--- config.mk ---
export PLATFORM = sky130hd
export DESIGN_NAME = aes_spi_slave
export DESIGN_NICKNAME = d
export VERILOG_FILES = /design/src/rtl/aes_spi_slave.sv
export SDC_FILE = /design/constraint.sdc
export NUM_CORES = 1
export LEC_CHECK = 0
export BUFFER_PORTS_ARGS = -buffer_cell sky130_fd_sc_hd__buf_2
export CELL_PAD_IN_SITES_DETAIL_PLACEMENT = 0
export CELL_PAD_IN_SITES_GLOBAL_PLACEMENT = 1
export CORE_ASPECT_RATIO = 0.8
export CORE_MARGIN = 3
export CORE_UTILIZATION = 39
export DETAILED_ROUTE_END_ITERATION = 6
export GPL_TIMING_DRIVEN = 0
export HOLD_SLACK_MARGIN = 0.05
export PLACE_DENSITY_LB_ADDON = 0.1
export SLEW_MARGIN = 20
export SYNTH_ARGS = -nofsm -noshare
export SYNTH_HDL_FRONTEND = slang
export SYNTH_SLANG_ARGS = --single-unit
--- constraint.sdc ---
create_clock -name clk -period 13 [get_ports clk]
set_clock_uncertainty 0.15 [all_clocks]
set_input_delay 1.3 -clock clk [delete_from_list [all_inputs] [get_ports clk]]
set_output_delay 1.3 -clock clk [all_outputs]
set_load 0.05 [all_outputs]
--- src/rtl/aes_spi_slave.sv ---
// aes_spi_slave: SPI target front-end for an AES encrypt/decrypt core.
// Deserialises {message, key} from Mosi, pulses core_start, waits for
// core_done and serialises the 128-bit result on Miso, MSB first.
// Optional feature macro: AES_SPI_STATUS_HDR_EN prefixes the result with
// an 8'hA5 status header (136 TX bits instead of 128).
module aes_spi_slave #(
  parameter int unsigned nk = 4,
  parameter int unsigned nb = 4
) (
  input  logic              clk,
  input  logic              rst,
  input  logic              cs,
  input  logic              Mosi,
  output logic              Miso,
  output logic [32*nb-1:0]  core_msg,
  output logic [32*nk-1:0]  core_key,
  output logic              core_start,
  input  logic              core_done,
  input  logic [32*nb-1:0]  core_result,
  output logic              busy
);

  localparam int unsigned MW = 32 * nb;
  localparam int unsigned KW = 32 * nk;
  localparam int unsigned L  = MW + KW;
  localparam int unsigned CW = $clog2(L + 1);
`ifdef AES_SPI_STATUS_HDR_EN
  localparam int unsigned HW = 8;
`else
  localparam int unsigned HW = 0;
`endif
  localparam int unsigned T  = MW + HW;

  typedef enum logic [2:0] {
    IDLE  = 3'd0,
    RX    = 3'd1,
    START = 3'd2,
    WAIT  = 3'd3,
    TX    = 3'd4,
    HOLD  = 3'd5
  } state_t;

  state_t         state, state_nxt;
  logic [L-1:0]   rx_sr, rx_nxt;
  logic [T-1:0]   tx_sr, tx_nxt;
  logic [CW-1:0]  cnt, cnt_nxt;
  logic           miso_nxt;
  logic           start_nxt;
  logic           busy_nxt;
  logic [T-1:0]   payload;

  // Parallel views of the receive shift register: message first, key last
  assign core_msg = rx_sr[L-1 -: MW];
  assign core_key = rx_sr[KW-1:0];

  // TX frame: optional status header followed by the core result
`ifdef AES_SPI_STATUS_HDR_EN
  assign payload = {8'hA5, core_result};
`else
  assign payload = core_result;
`endif

  // Next-state, datapath and registered-output logic
  always_comb begin
    state_nxt = state;
    rx_nxt    = rx_sr;
    tx_nxt    = tx_sr;
    cnt_nxt   = cnt;
    miso_nxt  = 1'b0;

    case (state)
      IDLE: begin
        cnt_nxt = '0;
        if (cs) begin
          rx_nxt    = {rx_sr[L-2:0], Mosi};
          cnt_nxt   = CW'(1);
          state_nxt = RX;
        end
      end
      RX: begin
        rx_nxt  = {rx_sr[L-2:0], Mosi};
        cnt_nxt = cnt + CW'(1);
        if (cnt == CW'(L - 1)) begin
          cnt_nxt   = '0;
          state_nxt = START;
        end
      end
      START: begin
        state_nxt = WAIT;
      end
      WAIT: begin
        if (core_done) begin
          tx_nxt    = payload;
          miso_nxt  = payload[T-1];
          cnt_nxt   = '0;
          state_nxt = TX;
        end
      end
      TX: begin
        if (cnt == CW'(T - 1)) begin
          cnt_nxt   = '0;
          state_nxt = HOLD;
        end else begin
          tx_nxt   = {tx_sr[T-2:0], 1'b0};
          miso_nxt = tx_sr[T-2];
          cnt_nxt  = cnt + CW'(1);
        end
      end
      HOLD: begin
        state_nxt = HOLD;
      end
      default: begin
        state_nxt = IDLE;
        cnt_nxt   = '0;
      end
    endcase

    // Dropping chip-select aborts any transaction on the next edge
    if (!cs) begin
      state_nxt = IDLE;
      rx_nxt    = rx_sr;
      tx_nxt    = tx_sr;
      cnt_nxt   = '0;
      miso_nxt  = 1'b0;
    end

    start_nxt = (state_nxt == START);
    busy_nxt  = (state_nxt != IDLE);
  end

  // State, datapath and output registers
  always_ff @(posedge clk or posedge rst) begin
    if (rst) begin
      state      <= IDLE;
      rx_sr      <= '0;
      tx_sr      <= '0;
      cnt        <= '0;
      Miso       <= 1'b0;
      core_start <= 1'b0;
      busy       <= 1'b0;
    end else begin
      state      <= state_nxt;
      rx_sr      <= rx_nxt;
      tx_sr      <= tx_nxt;
      cnt        <= cnt_nxt;
      Miso       <= miso_nxt;
      core_start <= start_nxt;
      busy       <= busy_nxt;
    end
  end

endmodule
# Word-level counts from Yosys, hierarchy flattened
# Cells that the tools add are included.
[totals]
reg_bits = 398
latch_bits = 0
ramBits = 0
romBits = 0
input_bits = 133
word_cells = 45
n_memories = 0
[classes]
n_addsub = 1
multipliers = 0
div = 0
magnitude_cmp = 0
eq_ne = 12
shift = 0
n_mux = 17
n_bitwise = 0
n_reduce_logical = 8
[op_table]
columns = ["cell", "count"]
rows = [
  ["$mux 127", 2],
  ["$pmux 127 s2", 1],
  ["$pmux 9 s5", 1],
  ["$mux 9", 4],
  ["$pmux 3 s6", 1],
  ["$mux 3", 4],
  ["$add 9x1->9 const B", 1],
  ["$eq 3x2->1 const B", 3],
  ["$eq 9x7->1 const B", 1],
  ["$eq 9x8->1 const B", 1],
  ["$eq 3x3->1 const B", 2],
  ["$ne 2x2->1 const B", 3],
  ["$reduce_and 2->1", 2],
  ["$reduce_and 4->1", 1],
  ["$reduce_or 2->1", 2],
  ["$eq 3x1->1 const B", 1],
  ["$logic_not 3->1", 1],
  ["$mux 1", 3],
  ["$ne 3x3->1 const B", 1],
  ["$reduce_bool 3->1", 1],
  ["$pmux 1 s2", 1],
  ["$reduce_bool 2->1", 1],
]

# Longest topological paths before layout
# Gate-level depths: netlist of run 1.
[depth]
ltp_word = 5
ltp_mapped = 10

# Worst setup path before layout of run 1
# OpenSTA, ideal clock, no wires.
[synth_path]
path_kind = "input -> register"
start = "input cs"
end = "register rx_sr[100]"
arrival_time_ps = 2325
required_ps = 12725
path_slack_ps = 10401
stages = 5
path_buffers = 2
path_cell_list = "nand2b_1 -> nor2_1 -> clkbuf_1 -> buf_2 -> mux2_2"
[synth_between]
elab_chain_len = 1
[synth_lines]
columns = ["item", "line", "text"]
rows = [
  ["from (decl)", "12", "input logic cs,"],
  ["$reduce_and 2->1 (no source line)", "--", ""],
  ["to (signal assigned)", "143", "rx_sr <= rx_nxt;"],
  ["to (decl)", "44", "logic [L-1:0] rx_sr, rx_nxt;"],
]
# No other way between the ends.
# A chain may end at the register's enable or synchronous reset.

# Final worst setup path of run 1
# Ends and elaborated chain as after synthesis.

==> run_results.csv, run 1 <==
group,metric,value,unit
layout,final_nets,1763,
floorplan,start_util,39.6,%
grt,grt_pass1_wl,63800,um
yosys,synth_edf_count,0,
grt,grt_overflow,0,
setup_path,r2r_setup_slack,10.20,ns
setup_path,cp_top_family,"buffers and inverters",
place,numPortBuffers,391,
floorplan,io_pins,392,
hold_path,hp-start,"tx_sr[66]$_DFFE_PP0P_",
setup_path,rr_startpoint,"cnt[0]$_DFFE_PP0P_",
yosys,ys_seq_area_share,61.7,%
flow_run,maxCapViolations,0,
yosys,ys_warn_count,0,
yosys,synthCells,1187,
grt,grt.total_usage,18.4,%
sta,rsz0062_at_grt,"no",
setup_path,start_kind,"input port",
clock_tree,h-tree-depth,2,
place,place.gp.congestion,0.768,
floorplan,row_count,66,
power_and_ir_drop,power_switching,0.757,mW
floorplan,die_h,188,um
layout,area_growth,25.4,%
setup_path,cp_common_cell,"buf_2",
clock_tree,cts_hold_buf,0,
floorplan,core_area,40800,um^2
setup_path,critPathMaxFanout,10,
sta,min_period,2.89,ns
setup_path,slowest_delay,0.48,ns
sta,fin_crit_sh,22.3,%
floorplan,dieWidth,233,um
layout,antenna_cells,0,
setup_path,crit_slowest_cell,"clkbuf_1",
place,place_ws,9.43,ns
sta,fin_setup_tns,0,ns
yosys,synthArstFlopShare,100,%
yosys,synthTopCellsByCount,"dfrtp_1 (398), mux2_2 (256), nand2_1 (135)",
yosys,postSynthAreaPerCell,13.6,um^2
sta,worst_pin_slew,0.623,ns
grt,grt_start_max_net_pins,107,
yosys,synth.area.top_cells,"dfrtp_1 (62%), mux2_2 (18%), mux2i_1 (7.9%), o21ai_0 (3.3%), nand2_1 (3.1%)",
drt,wl,40200,um
hold_path,whs_endpoint,"tx_sr[66]$_DFFE_PP0P_",
power_and_ir_drop,p_seq_share,46.9,%
yosys,syn_nets,1323,
floorplan,die-area,43900,um^2
setup_path,r2r.worst_path.cells,10,
sta,slew_violations,0,
clock_tree,clock_latency,0.53,ns
layout,instances_no_fill,2196,
drt,ant_nets,0,
clock_tree,cts_setup_buffers,0,
sta,fmax,345,MHz
setup_path,arrival,3.15,ns
yosys,synth_cell_type_count,38,
drt,drt-pass1-iter-count,4,
clock_tree,root_buffer,"clkbuf_16",
sta,slew_headroom,58.3,%
power_and_ir_drop,switching_share,26.6,%
drt,drt_iter0_drc,539,
setup_path,path_cells,"buf_2, nand2b_1, nor2_1, clkbuf_1, buf_2, mux2_2",
clock_tree,ctsResizeCount,0,
drt,post-route-drc-count,0,
clock_tree,cts_made_buffers,43,
drt,wl_per_cell,18.3,um
yosys,synth-seq-cells,398,
power_and_ir_drop,powerDensity,141,nW/um^2
power_and_ir_drop,p_comb_share,12.0,%
setup_path,r2r_end,"cnt[7]$_DFFE_PP0P_",
setup_path,cp-end-kind,"register",
power_and_ir_drop,power.share.clock,41.1,%
sta,worst_slack,10.11,ns
clock_tree,cts.reportedPaths.clkPinSlew,0.06,ns
clock_tree,clock_path_buffers,3,
clock_tree,clock_sinks,398,
power_and_ir_drop,leakagePower,10.6,nW
setup_path,path_buf_inv,3,
yosys,yosysTopAreaCell,"dfrtp_1",
hold_path,hp-class,"reg -> reg",
power_and_ir_drop,peakVddDrop,0.181,mV
yosys,synth.most_common_cell,"dfrtp_1",
yosys,synthesis.area,16100,um^2
status,status,"complete, no violations",
place,place_hpwl,29100,um
place,dp_cells,2126,
layout,postLayoutCoreUtil,49.6,%
setup_path,worst-path-stages,6,
setup_path,crit_type,"in -> reg",
clock_tree,cts_tree,"done",
grt,grt_pass1_vias,11000,
yosys,netlist.area_leader.share,61.7,%
drt,routed_via_density,4.81,
layout,drive_above_1_share,47.7,%
yosys,synth_flop_cell,"dfrtp_1",
hold_path,holdPathStages,2,
sta,hold_viol_final,0,
drt,via_count,10600,
grt,antenna_found_initial,3,
sta,finalSetupViolCount,0,
power_and_ir_drop,internal_power,2.09,mW
setup_path,worstPathRequired,13.26,ns
-- cell families after synthesis --
group | Yosys count | synth area share (%)
flip-flops | 398 | 61.7
buffers and inverters | 78 | 2.65
AND/OR/NAND/NOR | 169 | 4.36
adder cells (fa/ha/maj) | 3 | 0.233
AO/OA/AOI/OAI | 155 | 5.28
multiplexers | 384 | 25.8
-- power by group through the flow --
stage,Sequential (mW),Clock [mW],Combinational [mW]
global route,1.35,1.27,0.370
detailed placement,1.36,0,0.346
CTS,1.34,1.22,0.347
floorplan,1.49,0,0.105
finish,1.34,1.17,0.341
global placement,1.36,0,0.340
-- cells in the final DEF, fill, tap and decap left out, types with 2 or more instances in the layout --
cell type,synthesis,layout
nand3_1,4,4
dfrtp_1,398,398
buf_16,0,4
nor2_1,9,9
o21ai_1,26,26
nand2b_1,3,3
mux2_2,256,256
a21oi_1,4,4
clkinvlp_4,0,2
a21o_1,3,3
a22oi_1,2,2
clkbuf_2,11,11
clkbuf_8,0,12
o21ai_0,105,105
nor2b_1,5,5
buf_4,2,2
and2_1,2,2
nand2_1,135,135
a22o_1,7,7
clkbuf_1,4,13
inv_1,5,4
mux2i_1,128,128
buf_6,7,7
or3_1,2,2
buf_2,49,440
and3_1,3,3
clkbuf_16,0,43
ha_1,3,3
inv_6,0,2
-- area by class of cell --
| cell class | instances | area [um^2] |
|---|---|---|
| buffer | 73 | 409 |
| clock buffer | 64 | 1270 |
| clock inverter | 6 | 67.6 |
| fill | 3729 | 20600 |
| inverter | 5 | 26.3 |
| multi-input combinational | 711 | 5760 |
| sequential | 398 | 9960 |
| tap | 544 | 681 |
| timing repair buffer | 395 | 2070 |
-- per-stage QoR --
stage / instance area, um^2 / hold slack, ns / power, mW
global placement: 18800 / 0.312 / 1.70
finish: 20200 / 0.326 / 2.85
detailed placement: 18900 / 0.320 / 1.71
CTS: 20200 / 0.333 / 2.90
global route: 20200 / 0.353 / 2.99
floorplan: 16100 / 0.298 / 1.60
-- worst max-delay path by stage --
stage / startpoint / end / slack, ns
4_1_cts: cs / rx_sr[139]$_DFFE_PP0P_ / 9.98
3_3_place_gp: rst / rx_sr[200]$_DFFE_PP0P_ / -4.27
2_1_floorplan: rst / Miso$_DFF_PP0_ / 0.48
5_1_grt: cs / rx_sr[47]$_DFFE_PP0P_ / 9.90
6_report: cs / rx_sr[100]$_DFFE_PP0P_ / 10.11
3_5_place_dp: cs / rx_sr[146]$_DFFE_PP0P_ / 9.43
-- worst register-to-register path: cells and delay by family (launching register included) --
family,cells,cell delay [ns]
AND/OR/NAND/NOR,4,0.93
adder cells (fa/ha/maj),2,0.47
AO/OA/AOI/OAI,3,0.69
flip-flops,1,0.43
buffers and inverters,1,0.05
-- registers in the layout, summed over array words and instances, names as in the netlist --
register / count
cnt: 9
tx_sr: 127
rx_sr: 256
busy: 1
core_start: 1
Miso: 1
state: 3
-- routing by layer --
metal	routed length, um	vias up	global-route usage [%]
met1	17700	5228	24.9
met5	30	-	0
met3	2930	65	6.01
met4	962	6	4.61
met2	18600	213	28.6
li1	-	5046	-
Power figures use the tool's default switching activity.
==> run 2, diff against run 1 <==
--- a/config.mk
+++ b/config.mk
@@ -10,7 +10,7 @@
 export CELL_PAD_IN_SITES_GLOBAL_PLACEMENT = 1
 export CORE_ASPECT_RATIO = 0.8
 export CORE_MARGIN = 3
-export CORE_UTILIZATION = 39
+export CORE_UTILIZATION = 43
 export DETAILED_ROUTE_END_ITERATION = 6
 export GPL_TIMING_DRIVEN = 0
 export HOLD_SLACK_MARGIN = 0.05
==> constraint.sdc (replaced) <==
create_clock -name clk -period 2.7 [get_ports clk]
set_clock_uncertainty 0.15 [all_clocks]
set_input_delay 0.27 -clock clk [delete_from_list [all_inputs] [get_ports clk]]
set_output_delay 0.27 -clock clk [all_outputs]
set_load 0.05 [all_outputs]
==> run 2 against run 1 <==
Net effect:
- clock-buffer cell count fell by 7
- cell area rose by 7.1%
- sequential share of layout area fell by 3.3 points
- sequential cell count did not move
- via count rose by 6.4%
- die area fell by 9.0%
- setup slack got worse by 10 ns
- clock power rose to 4.9 times the previous value
- critical path type is now reg -> reg
- critical endpoint is now cnt[5]$_DFFE_PP0P_
==> run_results.csv, run 2 (same netlist as run 1, synthesis figures left out) <==
group,metric,value,unit
status,status,"complete, no violations",
setup_path,arrival,2.92,ns
drt,wl_per_cell,18.2,um
clock_tree,root_buffer,"clkbuf_16",
setup_path,worst-path-stages,10,
floorplan,io_pins,392,
setup_path,slowest_delay,0.39,ns
sta,min_period,2.62,ns
drt,post-route-drc-count,0,
layout,final_nets,1904,
setup_path,r2r.worst_path.cells,10,
clock_tree,cts.reportedPaths.clkPinSlew,0.06,ns
setup_path,r2r_end,"cnt[5]$_DFFE_PP0P_",
drt,wl_met2,19700,um
drt,top_layer_used,"met4",
drt,routed_via_density,4.93,
setup_path,path_buf_inv,1,
floorplan,row_count,62,
power_and_ir_drop,peakVddDrop,0.802,mV
setup_path,r2r_setup_slack,0.08,ns
place,place_area,18900,um^2
floorplan,die_h,179,um
setup_path,cp_top_family,"simple AND/OR/NAND/NOR gates",
setup_path,worstPathRequired,3.00,ns
setup_path,crit_type,"reg -> reg",
grt,grt_start_max_net_pins,35,
setup_path,path_cells,"ha_2, and3_4, and3_1, nand3_1, inv_1, ha_1, or3_4, and2_1, or3_1, mux2i_1",
setup_path,crit_slowest_cell,"dfrtp_1",
place,numPortBuffers,391,
sta,fmax,382,MHz
place,place.gp.congestion,0.768,
layout,reg_top3,"rx_sr: 256 flops, tx_sr: 127 flops, cnt: 9 flops",
layout,regMostFlops,"rx_sr",
sta,worst_pin_slew,0.696,ns
grt,grt_pass1_wl,65800,um
place,place_hpwl,29800,um
sta,hold_viol_final,0,
floorplan,start_util,44.3,%
floorplan,dieWidth,223,um
setup_path,start_kind,"register",
sta,slew_violations,0,
floorplan,core_area,36500,um^2
clock_tree,clock_latency,0.53,ns
grt,grt.total_usage,20.6,%
drt,wl_met3,3000,um
drt,wl,41600,um
drt,drt_iter0_drc,478,
clock_tree,clock_sinks,398,
sta,hold_ws,0.243,ns
layout,largest_reg_flops,256,
layout,fin_area,21700,um^2
setup_path,rr_startpoint,"cnt[0]$_DFFE_PP0P_",
grt,grt_overflow,0,
grt,grt_pass1_vias,11900,
drt,ant_nets,0,
clock_tree,h-tree-depth,2,
clock_tree,cts_made_buffers,41,
floorplan,die-area,39900,um^2
drt,via_count,11200,
drt,drt-pass1-iter-count,4,
clock_tree,cts_tree,"done",
layout,fillers,3067,
layout,layout_commonest_cell,"buf_2",
layout,final_cell_mix,"buf_2 (440), dfrtp_1 (398), mux2_2 (256), nand2_1 (135), dlygate4sd3_1 (133)",
clock_tree,clock_path_buffers,3,
hold_path,hp-class,"in -> async",
sta,slew_headroom,53.5,%
power_and_ir_drop,powerDensity,647,nW/um^2
flow_run,maxCapViolations,0,
layout,drive_above_1_share,44.8,%
setup_path,cp-end-kind,"register",
layout,area_growth,34.3,%
sta,fin_crit_sh,97.0,%
grt,antenna_found_initial,3,
sta,finalSetupViolCount,0,
setup_path,critPathMaxFanout,4,
power_and_ir_drop,leakagePower,11.2,nW
drt,wl_met1,17700,um
layout,postLayoutCoreUtil,59.5,%
==> run 2: changes by cell type in the layout (fill, tap and decap cells not counted), sizes merged <==
cell,before,now
clkinvlp,2,4
clkbuf,79,72
buf,453,463
clkinv,1,7
inv,7,4
bufinv,1,4
dlygate4sd3,0,133
diode,0,3
==> run 2: layer usage <==
| layer | vias up | track usage [%] |
|---|---|---|
| met2 | 271 | 33.5 |
| met5 | - | 0 |
| li1 | 5340 | - |
| met1 | 5542 | 26.5 |
| met4 | 0 | 6.38 |
| met3 | 77 | 6.47 |
==> run 2: what timing repair did <==
| action | in CTS | in global routing |
|---|---|---|
| hold buffers | 133 | 0 |
| endpoints found under the setup margin | 7 | 204 |
| buffers inserted | 1 | 1 |
| hold endpoints to repair | 158 | 0 |
| pin swaps | 1 | 0 |
| resized for setup | 2 | 6 |
==> run 2: final cells by class <==
type	instances	area, um^2	area share, %
inverter	5	22.5	0.104
timing repair buffer	538	3540	16.3
tap	480	601	2.77
multi-input combinational	711	5780	26.6
clock buffer	57	1180	5.43
sequential	398	9960	45.9
clock inverter	14	189	0.871
antenna	3	7.51	0.0346
buffer	73	412	1.90
==> run 2: worst reg2reg max path: cells and delay by family (launching register included) <==
family	cells	cell delay [ns]
adder cells (fa/ha/maj)	2	0.42
buffers and inverters	1	0.05
flip-flops	1	0.39
multiplexers	1	0.12
AND/OR/NAND/NOR	6	1.41
==> run 2: worst max-delay path by stage <==
stage,from,endpoint,slack [ns]
2_1_floorplan,rst,Miso$_DFF_PP0_,-3.08
3_3_place_gp,rst,busy$_DFF_PP0_,-5.52
3_5_place_dp,cnt[0]$_DFFE_PP0P_,cnt[6]$_DFFE_PP0P_,-0.07
4_1_cts,cnt[0]$_DFFE_PP0P_,cnt[5]$_DFFE_PP0P_,0.001
5_1_grt,cnt[0]$_DFFE_PP0P_,cnt[5]$_DFFE_PP0P_,-0.006
6_report,cnt[0]$_DFFE_PP0P_,cnt[5]$_DFFE_PP0P_,0.08
==> run 2: report_power, final <==
group	internal, mW	total [mW]	switching, mW
combinational	0.640	1.84	1.20
clock	3.43	5.74	2.31
sequential	6.25	6.46	0.207
==> run 2: through the flow <==
| stage | std cells | power, mW | setup slack (ns) | TNS [ns] |
|---|---|---|---|---|
| finish | 2279 | 14.0 | 0.0803 | 0 |
| floorplan | 1187 | 7.69 | -3.08 | -1224.96 |
| global route | 2279 | 14.7 | -0.00632 | -0.00632 |
| global placement | 2058 | 8.19 | -5.52 | -2178.86 |
| CTS | 2275 | 14.2 | 0.00141 | 0 |
| detailed placement | 2070 | 8.24 | -0.0731 | -0.285 |
==> run 3, diff against run 2 <==
--- a/config.mk
+++ b/config.mk
@@ -5,12 +5,13 @@
 export SDC_FILE = /design/constraint.sdc
 export NUM_CORES = 1
 export LEC_CHECK = 0
+export ABC_AREA = 1
 export BUFFER_PORTS_ARGS = -buffer_cell sky130_fd_sc_hd__buf_2
 export CELL_PAD_IN_SITES_DETAIL_PLACEMENT = 0
 export CELL_PAD_IN_SITES_GLOBAL_PLACEMENT = 1
 export CORE_ASPECT_RATIO = 0.8
 export CORE_MARGIN = 3
-export CORE_UTILIZATION = 43
+export CORE_UTILIZATION = 41
 export DETAILED_ROUTE_END_ITERATION = 6
 export GPL_TIMING_DRIVEN = 0
 export HOLD_SLACK_MARGIN = 0.05
==> run 3 against run 2 <==
Net effect:
- clock-buffer cell count is 10 higher
- sequential cell count stayed put
- register-to-register slack better by 0.34 ns
- combinational power is 140% higher
- via count up 19%
- synthesized cell count grew 38%
- die area increased by 7.3%
- global-route usage up 2.0 points
- sequential share of layout area fell by 0.93 points
- critical path depth decreased by 5
- cell count grew 22%
- setup slack improved by 0.34 ns
==> run_results.csv, run 3 <==
group,metric,value,unit
status,status,"complete, no violations",
grt,grt.total_usage,22.5,%
layout,layout_commonest_cell,"buf_2",
floorplan,row_count,65,
layout,regMostFlops,"rx_sr",
clock_tree,clock_path_buffers,3,
floorplan,die_h,186,um
drt,via_count,13400,
sta,fin_setup_tns,0,ns
floorplan,dieWidth,231,um
setup_path,cp-end-kind,"register",
sta,worst_pin_slew,0.710,ns
drt,wl_per_cell,17.4,um
clock_tree,clock_latency,0.55,ns
sta,fmax,439,MHz
floorplan,core_area,39700,um^2
yosys,synth.most_common_cell,"dfrtp_1",
clock_tree,cts_tree,"done",
yosys,synthCells,1641,
clock_tree,h-tree-depth,2,
clock_tree,cts_made_buffers,42,
yosys,synth_cell_type_count,27,
drt,drt-pass1-iter-count,5,
place,place_hpwl,34500,um
power_and_ir_drop,leakagePower,11.8,nW
setup_path,crit_slowest_cell,"clkbuf_1",
setup_path,cp-startpoint,"state[2]$_DFF_PP0_",
floorplan,io_pins,392,
yosys,synthArstFlopShare,100,%
floorplan,start_util,41.7,%
layout,drive_above_1_share,28.8,%
sta,rsz0062_at_grt,"no",
layout,ff_latch_area,9960,um^2
layout,instances_no_fill,2788,
yosys,syn_nets,1777,
layout,final_nets,2359,
grt,grt_pass1_wl,77000,um
setup_path,r2r_setup_slack,0.42,ns
sta,slew_violations,0,
drt,drt_iter0_drc,723,
place,dp_cells,2582,
setup_path,start_kind,"register",
power_and_ir_drop,peakVddDrop,0.577,mV
layout,multiInputGateArea,5480,um^2
grt,grt_overflow,0,
floorplan,die-area,42900,um^2
clock_tree,cts_hold_buf,133,
yosys,synthesis.area,16600,um^2
layout,fillers,3621,
clock_tree,clock_sinks,398,
drt,wl,48400,um
layout,postLayoutCoreUtil,55.8,%
sta,finalSetupViolCount,0,
yosys,synth.area.top_cells,"dfrtp_1 (60%), mux2i_1 (7.6%), nand2_1 (5.7%), o21ai_0 (5.4%), a21oi_1 (4.0%)",
yosys,synth_flop_cell,"dfrtp_1",
clock_tree,cts_setup_buffers,0,
setup_path,critPathMaxFanout,10,
grt,grt_start_max_net_pins,34,
clock_tree,root_buffer,"clkbuf_16",
layout,final_cell_mix,"buf_2 (434), dfrtp_1 (398), nand2_1 (252), o21ai_0 (178), inv_1 (144)",
layout,reg_top3,"rx_sr: 256 flops, tx_sr: 127 flops, cnt: 9 flops",
setup_path,r2r_end,"rx_sr[135]$_DFFE_PP0P_",
yosys,synthTopCellsByCount,"dfrtp_1 (398), nand2_1 (252), o21ai_0 (178)",
yosys,postSynthAreaPerCell,10.1,um^2
setup_path,path_buf_inv,2,
setup_path,worstPathRequired,2.95,ns
place,numPortBuffers,391,
sta,min_period,2.28,ns
yosys,ys_warn_count,0,
setup_path,arrival,2.53,ns
grt,antenna_found_initial,1,
setup_path,slowest_delay,0.55,ns
drt,ant_nets,0,
setup_path,path_cells,"nor2_1, nand2_1, clkbuf_1, clkbuf_1, a21oi_1",
yosys,netlist.area_leader.share,60.1,%
clock_tree,ctsResizeCount,0,
drt,routed_via_density,4.80,
setup_path,cp-endpoint,"rx_sr[135]$_DFFE_PP0P_",
sta,hold_viol_final,0,
yosys,yosysTopAreaCell,"dfrtp_1",
setup_path,cp_common_cell,"clkbuf_1",
setup_path,cp_top_family,"buffers and inverters",
drt,post-route-drc-count,0,
place,place.gp.congestion,0.813,
setup_path,r2r.worst_path.cells,5,
sta,hold_ws,0.228,ns
flow_run,maxCapViolations,0,
power_and_ir_drop,powerDensity,782,nW/um^2
setup_path,rr_startpoint,"state[2]$_DFF_PP0_",
setup_path,crit_type,"reg -> reg",
yosys,ys_seq_area_share,60.1,%
hold_path,hp-class,"in -> async",
layout,area_growth,33.7,%
layout,largest_reg_flops,256,
grt,grt_pass1_vias,13800,
yosys,synth_edf_count,0,
sta,slew_headroom,52.7,%
clock_tree,cts.reportedPaths.clkPinSlew,0.06,ns
power_and_ir_drop,total_power,17.3,mW
setup_path,worst-path-stages,5,
yosys,synth-seq-cells,398,
sta,fin_crit_sh,84.4,%
==> run 3: cell types whose count changed after synthesis, sizes merged, moves of 5 or more <==
cell    previous run  this run
clkbuf            15        31
buf               58        68
nand3              4        11
inv                5       149
a22o               7         0
nor2               9       137
nand2            135       313
o21ai            132       261
mux2             256         2
a21oi              5       131
nor2b              5         0
==> run 3: worst min path at each step <==
stage,startpoint,endpoint,slack (ns),cells past startpoint
after detailed placement,rst,rx_sr[38]$_DFFE_PP0P_,0.26,2
after CTS,rst,rx_sr[78]$_DFFE_PP0P_,0.21,3
after global routing,rst,rx_sr[65]$_DFFE_PP0P_,0.25,3
after floorplan,core_result[0],tx_sr[0]$_DFFE_PP0P_,0.28,2
after global placement,tx_sr[114]$_DFFE_PP0P_,tx_sr[114]$_DFFE_PP0P_,0.31,2
final,rst,rx_sr[37]$_DFFE_PP0P_,0.23,3
==> run 3: cells by family after synthesis <==
family / count (synthesis) / synth area share [%]
xor gates and xnor gates: 1 / 0.0529
buffers and inverters: 248 / 6.79
adders and majority gates: 3 / 0.227
and+or+nand+nor: 470 / 11.8
DFF: 398 / 60.1
muxes: 128 / 7.75
AOI/OAI and AO/OA: 393 / 13.2
==> run 3: area by class of cell <==
type / count / share of cell area (%)
flip-flops and latches: 398 / 45.0
inverters: 149 / 2.54
plain buffers: 99 / 2.55
clock buffers: 67 / 5.76
multi-input cells: 995 / 24.7
clock inverters: 5 / 0.209
well taps: 536 / 3.03
repair buffers: 538 / 16.2
diodes: 1 / 0.0113
==> run 3: worst register-to-register path, cell delays in order (launching register included) <==
cell and delay [ns]:
dfrtp_1 0.44, nor2_1 0.10, nand2_1 0.23, clkbuf_1 0.55, clkbuf_1 0.53, a21oi_1 0.14
==> run 3: routing by layer <==
layer | vias to the layer above | global-route usage (%) | routed length, um
li1 | 6502 | - | -
met2 | 300 | 36.6 | 22700
met5 | - | 0 | 0
met4 | 0 | 4.98 | 840
met3 | 55 | 6.81 | 3580
met1 | 6526 | 30.1 | 21300
==> run 3: where the power goes <==
group	internal (mW)	switching (mW)	total [mW]	leakage [nW]
clock network	3.24	2.37	5.61	0.647
registers	6.70	0.508	7.21	4.92
logic	1.07	3.43	4.50	6.24
total	11.0	6.31	17.3	11.8
==> run 3: stage by stage <==
stage                     area, um^2  worst slack [ns]
after detailed placement       19500             0.390
final                          22100             0.421
after floorplan                16600             -3.08
after global routing           22100             0.172
after global placement         19200             -5.67
after CTS                      22100             0.354
